[src/rtl/booth_skip_ctrl_pkg.sv]
// Shared definitions for the run-skipping radix-2 Booth multiplier controller.
// Holds the operand width, FSM state encoding and Booth pair codes.
package booth_skip_ctrl_pkg;

    localparam int WIDTH = 16;

    typedef enum logic [1:0] {
        IDLE = 2'd0,
        EVAL = 2'd1,
        DONE = 2'd2
    } state_t;

    // {Q[0], q_1} recoding pairs
    localparam logic [1:0] BOOTH_ADD = 2'b01;
    localparam logic [1:0] BOOTH_SUB = 2'b10;

endpackage

[src/rtl/shift_amount.sv]
// Run detector: counts how many further bits above number[0] repeat number[0],
// i.e. how many Booth pairs in a row need no add/sub. Saturates at 15.
module shift_amount (
    input  logic [16:0] number,
    output logic [4:0]  amt
);

    logic run_on;

    always_comb begin
        amt    = 5'd0;
        run_on = 1'b1;
        for (int i = 1; i < 17; i++) begin
            if (run_on && (number[i] == number[0])) begin
                if (amt < 5'd15) begin
                    amt = amt + 5'd1;
                end
            end else begin
                run_on = 1'b0;
            end
        end
    end

endmodule

[src/rtl/booth_skip_ctrl.sv]
// Sequential radix-2 Booth multiplier controller with run skipping.
// Owns A/Q/q_1/M, the remaining-bit counter and the iteration FSM.
//
//   state | meaning
//   IDLE  | waiting for start; operands captured when start is seen
//   EVAL  | one Booth step or one multi-bit run skip per cycle
//   DONE  | one-cycle done pulse, product valid
module booth_skip_ctrl
    import booth_skip_ctrl_pkg::state_t;
    import booth_skip_ctrl_pkg::IDLE;
    import booth_skip_ctrl_pkg::EVAL;
    import booth_skip_ctrl_pkg::DONE;
    import booth_skip_ctrl_pkg::BOOTH_ADD;
    import booth_skip_ctrl_pkg::BOOTH_SUB;
#(
    parameter int WIDTH = booth_skip_ctrl_pkg::WIDTH
) (
    input  logic                 clk,
    input  logic                 rst_n,
    input  logic                 start,
    input  logic [WIDTH-1:0]     multiplicand,
    input  logic [WIDTH-1:0]     multiplier,
    output logic                 busy,
    output logic                 done,
    output logic [2*WIDTH-1:0]   product,
    output logic [4:0]           step_count
);

    localparam int VW = 2*WIDTH + 2;

    state_t state, state_next;

    logic [WIDTH:0]   a_reg;
    logic [WIDTH-1:0] q_reg;
    logic             q_1;
    logic [WIDTH-1:0] m_reg;
    logic [4:0]       rem;

    logic [4:0]       amt;
    logic [4:0]       shift_k;
    logic [1:0]       pair;
    logic [WIDTH:0]   m_ext;
    logic [WIDTH:0]   a_pre;
    logic [VW-1:0]    shifted;
    logic [WIDTH:0]   a_next;
    logic [WIDTH-1:0] q_next;
    logic             q_1_next;
    logic [4:0]       rem_next;

    shift_amount u_shift_amount (
        .number ({q_reg, q_1}),
        .amt    (amt)
    );

    always_comb begin
        pair    = {q_reg[0], q_1};
        m_ext   = {m_reg[WIDTH-1], m_reg};
        a_pre   = a_reg;
        shift_k = 5'd1;
        if (amt == 5'd0) begin
            if (pair == BOOTH_SUB) begin
                a_pre = a_reg - m_ext;
            end else if (pair == BOOTH_ADD) begin
                a_pre = a_reg + m_ext;
            end
        end else begin
            // never shift past the bits still owed, so a saturated run cannot overshoot
            shift_k = (amt < rem) ? amt : rem;
        end
        shifted  = $signed({a_pre, q_reg, q_1}) >>> shift_k;
        a_next   = shifted[VW-1:WIDTH+1];
        q_next   = shifted[WIDTH:1];
        q_1_next = shifted[0];
        rem_next = rem - shift_k;
    end

    always_ff @(posedge clk or negedge rst_n) begin
        if (!rst_n) begin
            state <= IDLE;
        end else begin
            state <= state_next;
        end
    end

    always_comb begin
        state_next = state;
        case (state)
            IDLE:    if (start) state_next = EVAL;
            EVAL:    if (rem_next == 5'd0) state_next = DONE;
            DONE:    state_next = IDLE;
            default: state_next = IDLE;
        endcase
    end

    always_comb begin
        busy = 1'b0;
        done = 1'b0;
        case (state)
            EVAL:    busy = 1'b1;
            DONE:    done = 1'b1;
            default: ;
        endcase
    end

    always_ff @(posedge clk or negedge rst_n) begin
        if (!rst_n) begin
            a_reg      <= '0;
            q_reg      <= '0;
            q_1        <= 1'b0;
            m_reg      <= '0;
            rem        <= 5'd0;
            step_count <= 5'd0;
            product    <= '0;
        end else begin
            case (state)
                IDLE: begin
                    if (start) begin
                        a_reg      <= '0;
                        q_reg      <= multiplier;
                        q_1        <= 1'b0;
                        m_reg      <= multiplicand;
                        rem        <= 5'(WIDTH);
                        step_count <= 5'd0;
                    end
                end
                EVAL: begin
                    a_reg      <= a_next;
                    q_reg      <= q_next;
                    q_1        <= q_1_next;
                    rem        <= rem_next;
                    step_count <= step_count + 5'd1;
                    if (rem_next == 5'd0) begin
                        product <= {a_next[WIDTH-1:0], q_next};
                    end
                end
                default: ;
            endcase
        end
    end

endmodule

[config.mk]
export PLATFORM = sky130hd
export DESIGN_NAME = booth_skip_ctrl
export DESIGN_NICKNAME = d
export VERILOG_FILES = /design/src/rtl/booth_skip_ctrl_pkg.sv /design/src/rtl/shift_amount.sv /design/src/rtl/booth_skip_ctrl.sv
export SDC_FILE = /design/constraint.sdc
export NUM_CORES = 1
export LEC_CHECK = 0
export CAP_MARGIN = 15
export CORE_MARGIN = 3
export CORE_UTILIZATION = 43
export DETAILED_ROUTE_END_ITERATION = 8
export PLACE_DENSITY = 0.71
export SYNTH_ARGS = -nofsm -noshare
export SYNTH_HDL_FRONTEND = slang
export SYNTH_SLANG_ARGS = --single-unit
[constraint.sdc]
create_clock -name clk -period 24 [get_ports clk]
set_input_delay 2.4 -clock clk [delete_from_list [all_inputs] [get_ports clk]]
set_output_delay 2.4 -clock clk [all_outputs]
set_load 0.1 [all_outputs]
======== Yosys cells after proc, flatten, opt, wreduce, memory -nomap -nowiden ========
Cells that the tools add are included.
word-level totals
  register bits after elaboration ......... 94
  input port bits ......................... 35
  output and inout port bits .............. 39
  logic and storage cells ................. 155
cells by class
  add/subtract/negate cells ............... 19
  $lt $le $gt $ge ......................... 16
  eq/ne operators ......................... 22
  shifts and indexed selects .............. 1
  mux-type cells .......................... 66
  reduce and logical (&&, ||, !) cells .... 23
operators by type and width
  cell                   number
  $mux W5                34
  $add A5 B1 Y5 const B  16
  $lt A5 B4 Y1 const B   15
  $mux W17               4
  $pmux W17 S2           1
  $sshr A34 B5 Y34       1
  $pmux W16 S2           1
  $pmux W5 S2            2
  $mux W1                19
  $add A17 B17 Y17       1
  $sub A17 B17 Y17       1
  $eq A1 B1 Y1           16
  $mux W16               1
  $logic_and A1 B1 Y1    15
  $logic_not A5 Y1       2
  $reduce_and A2 Y1      4
  $lt A5 B5 Y1           1
  $sub A5 B5 Y5          1
  $eq A2 B1 Y1 const B   2
  $eq A2 B2 Y1 const B   2
  $mux W2                2
  $ne A2 B2 Y1 const B   2
  $pmux W2 S2            1
  $logic_not A2 Y1       1
  2 further kinds        2

======== Longest topological paths before layout ========
  word-level depth ........................ 54
  depth in mapped cells ................... 82

======== Modules after synthesis ========
From an unflattened synthesis, not the netlist that was laid out.
second synthesis, totals
  cells, all modules ...................... 1,458
  area, all modules ....................... 11,103.1 um^2
modules (own cells, without submodules)
  module           times used  cells an instance  area each (um^2)  sequential area each (um^2)
  booth_skip_ctrl  1           1,107              8,628.3           2,352.3
  shift_amount     1           351                2,474.9           0.0

======== Worst setup path after synthesis ========
No wires, ideal clock.
  path kind ............................... register -> register
  start ................................... register q_1
  end ..................................... register product[25]
  library setup time ...................... 0.134 ns
  arrival ................................. 14.227 ns
  path slack .............................. 9.639 ns
  cell stages (with the launch flop) ...... 78
  buffers on the path ..................... 6
  clock period less this slack ............ 14.361 ns
  cell sequence ........................... dfrtp_1 > buf_2 > buf_1 > nand2_1 > o21ai_0 > nor2_1 > ha_1 > a21oi_1 > nor2_1 > ha_1 > mux2_2 > ha_1 > a21oi_1 > o21ai_0 > o21ai_0 > inv_1 > ha_1 > nand2b_1 > (+42 left out) > nor2_1 > a21o_1 > a21oi_2 > clkbuf_1 > inv_1 > ha_1 > fa_1 > inv_1 > a21o_1 > a21oi_1 > xnor2_1 > xnor2_1 > nor4_1 > nand2_1 > buf_2 > buf_1 > nand2_1 > o21ai_0
on the way
  longest elaborated chain between the ends .. 53
  elaborated cells between the ends (all ways) .. 120
  classes of those cells .................. add/sub (16); order compare (16); eq/ne (18); shift (1); mux (51); reduce/logical (18)
RTL lines
  item                                           line                                    text
  start, declared                                booth_skip_ctrl.sv:35                   logic q_1;
  start signal, assigned                         booth_skip_ctrl.sv:129                  q_1 <= q_1_next;
  $eq A1 B1 Y1                                   shift_amount.sv:14                      if (run_on && (number[i] == number[0])) begin
  $mux W1                                        shift_amount.sv:14
  $add A5 B1 Y5 or $lt A5 B4 Y1 (tied branches)  shift_amount.sv:16, shift_amount.sv:15
  $mux W5                                        shift_amount.sv:15                      if (amt < 5'd15) begin
  $mux W5                                        shift_amount.sv:14
  $add A5 B1 Y5 or $lt A5 B4 Y1 (tied branches)  shift_amount.sv:16, shift_amount.sv:15
  $mux W5                                        shift_amount.sv:15
  $mux W5                                        shift_amount.sv:14
  (+37 left out)                                 --
  $mux W5                                        shift_amount.sv:15
  $mux W5                                        shift_amount.sv:14
  $lt A5 B5 Y1                                   booth_skip_ctrl.sv:68                   shift_k = (amt < rem) ? amt : rem;
  $mux W5                                        booth_skip_ctrl.sv:68
  $mux W5                                        booth_skip_ctrl.sv:60                   if (amt == 5'd0) begin
  $sub A5 B5 Y5                                  booth_skip_ctrl.sv:74                   rem_next = rem - shift_k;
  $logic_not A5 Y1                               booth_skip_ctrl.sv:132                  if (rem_next == 5'd0) begin
  $reduce_and A2 Y1 (no line)                    --
  end signal, assigned                           booth_skip_ctrl.sv:133                  product <= {a_next[WIDTH-1:0], q_next};
  end, declared                                  booth_skip_ctrl.sv:25                   output logic [2*WIDTH-1:0] product,
Several ways; a longest one is shown, not always the timed one.
A chain may end at the register's enable or synchronous reset.

======== Worst setup path in the final report ========
  start ................................... register q_1
  end ..................................... register product[13]
Same word-level chain as after synthesis.

==> results_dict.tcl <==
set metrics [dict create \
    cts-buffers-inserted 9 \
    cts_setup_buffers 0 \
    fmax_mhz 55.3 \
    fin_nets 1422 \
    fin_crit_ns 18.09 \
    slew_headroom 0.280 \
    setup_viol 0 \
    endpoint_kind "flip-flop" \
    synth_cells 1303 \
    die_w_microns 159 \
    grt_antenna_before_repair 0 \
    hold_violations 0 \
    crit_top_cell "ha_1" \
    mappedNetlistArea_sq_um 10100 \
    synth_edf_count 0 \
    clockRootBuffer "clkbuf_16" \
    dr.pass1.iters 6 \
    rsz0062_at_grt "no" \
    critical_path.top_delay_family "compound AO/OA/AOI/OAI gates" \
    start_util 0.443 \
    num_vias 10400 \
    finalClockSkew_ns 0.0176 \
    yosysWarningCount 0 \
    drc_errors 0 \
    worst_ep_arrival_time_ns 18.34 \
    clk_pin_slew_ns 0.08 \
    clk_latency_ns 0.37 \
    grt_max_degree 79 \
    rows 55 \
    cap_violations 0 \
    wl_per_cell_microns 20.3 \
    synthesis.nets 1397 \
    path_buf_inv 7 \
    design.portCount 74 \
    fin_tns_setup_ns 0 \
    htreeDepth 3 \
    clock_path_buffers 2 \
    synth_area_per_cell_sq_um 7.76 \
    hpwlAfterDp_mm 25.2 \
    ant_nets 0 \
    slowest_delay_ns 0.96 \
    ys_types 98 \
    gp_congestion 1.00 \
    crit_path_start_kind "flip-flop" \
    cts_hold_buf 0 \
    fin_crit_sh 0.754 \
    multiInputGateArea_sq_um 7180 \
    critical_path_peak_fanout 50 \
    ff_latch_area_sq_um 2350 \
    cp_slowest_cell "dfrtp_1" \
    worstMarginPinSlew_ns 1.07 \
    ys_seq_elements 94 \
    numClockSinks 94 \
    syn_to_final_growth_pct 11.8 \
    critPathRequiredTime_ns 24.24 \
    critical_path_class "flip-flop to flip-flop" \
    cts_tree "built" \
    status "complete, no violations" \
    dieArea_sq_um 25400 \
    ys_seq_area_frac 0.233 \
    portBuffers 73 \
    core_sq_um 22800 \
    antennaDiodeCount 0 \
    ys.flop_type "dfrtp_1" \
    wirelength_mm 33.5 \
    drive_gt1_frac 0.0690 \
    drt_iter0_drc 973 \
    die_y_microns 159 \
    overflow 0 \
    avgViaCountPerCell 6.34 \
    grt_pass1_vias 9885 \
    min_path_type "flip-flop to flip-flop" \
    grt_pass1_wl_mm 54.3 \
    track_usage 0.258 \
    ctsResizeCount 0 \
    synth-async-reset-ratio 1.00 \
    slew_viol_final 0 \
    fillCellCount 2272 \
    largest_reg_flops 32 \
]
==> worst register-to-register path: cells and delay by family, from the launching register on <==
family | cells | cell delay (ns)
AO/OA/AOI/OAI | 24 | 5.12
XOR/XNOR | 4 | 0.94
adder cells (fa/ha/maj) | 12 | 3.57
buffers and inverters | 7 | 1.74
flip-flops | 1 | 0.96
multiplexers | 6 | 1.71
AND/OR/NAND/NOR | 18 | 3.93
==> routing by layer <==
metal / part of all wire / GRT usage / wire (microns)
met5: 0 / 0 / 0
met4: 0.028 / 0.0712 / 938
met3: 0.079 / 0.0453 / 2630
met1: 0.45 / 0.365 / 15000
met2: 0.45 / 0.405 / 14900
==> per-stage QoR <==
stage	instances	area (sq um)	util	hold WS [ns]	setup WS, ns
6_report	1646	11300	0.495	0.485	5.91
5_1_grt	1646	11300	0.495	0.527	4.19
4_1_cts	1646	11300	0.495	0.491	6.23
3_5_place_dp	1630	11000	0.482	0.461	6.31
3_3_place_gp	1630	11000	0.482	0.463	7.03
2_1_floorplan	1303	10100	-	0.473	9.64
==> cell type report <==
cell class                      instances  area share
Multi-Input combinational cell       1067       0.635
Clock buffer                           10      0.0211
Clock inverter                          6     0.00443
Sequential cell                        94       0.208
Tap cell                              313      0.0346
Inverter                               68      0.0226
Timing Repair Buffer                   88      0.0743
==> cell usage after synthesis (10+ instances only) <==
cell type / instances / area share
o21ai_0: 108 / 0.053
nand3_1: 33 / 0.016
nor2_1: 84 / 0.031
a211oi_1: 18 / 0.013
buf_2: 18 / 0.0089
mux2i_1: 67 / 0.066
and2_1: 17 / 0.011
nand4_1: 12 / 0.0074
nor3_1: 23 / 0.011
nand2_1: 160 / 0.059
o21bai_1: 24 / 0.018
o211ai_1: 17 / 0.013
a21oi_1: 94 / 0.047
inv_1: 61 / 0.023
a211o_1: 10 / 0.0087
a22oi_1: 13 / 0.0096
o22ai_1: 38 / 0.024
clkbuf_1: 42 / 0.016
o21a_1: 11 / 0.0082
xnor2_1: 15 / 0.013
dfrtp_1: 94 / 0.23
ha_1: 56 / 0.069
a21o_1: 19 / 0.014
mux2_2: 15 / 0.017
o21ai_1: 23 / 0.011
==> final timing paths <==
kind	cells past startpoint	startpoint	slack, ns	end
worst max-delay path	71	q_1$_DFFE_PN0P_	5.91	product[13]$_DFFE_PN0P_
worst min register to register	2	product[27]$_DFFE_PN0P_	0.49	product[27]$_DFFE_PN0P_
worst max register to register	71	q_1$_DFFE_PN0P_	5.91	product[13]$_DFFE_PN0P_
worst min-delay path	2	product[27]$_DFFE_PN0P_	0.49	product[27]$_DFFE_PN0P_
min in group asynchronous	1	rst_n	1.89	m_reg[4]$_DFFE_PN0P_
max in group asynchronous	2	rst_n	20.80	step_count[0]$_DFFE_PN0P_
==> cell usage in the layout, fill, tap and decap left out, drive strengths merged, types with 18 or more instances in the layout <==
master / instances
clkdlybuf4s50: 72
inv: 69
mux2i: 71
o22ai: 38
o21bai: 24
nor3: 24
nor2: 89
dfrtp: 94
a21oi: 96
nand2: 162
ha: 56
a21o: 19
a211oi: 18
o21ai: 131
nand3: 33
==> kinds of logic (layout without fill, tap and decap cells) <==
| group | after synthesis | in the layout | synth area share |
|---|---|---|---|
| fa+ha+maj | 59 | 59 | 0.0752 |
| flops | 94 | 94 | 0.233 |
| compound gates | 491 | 491 | 0.324 |
| buf+inv | 142 | 172 | 0.0579 |
| xor+xnor | 25 | 25 | 0.0277 |
| simple gates | 403 | 403 | 0.188 |
| mux | 89 | 89 | 0.0946 |
Power is not shown: default switching activity piles up to over one toggle a cycle in this logic, so the estimate is an artifact.
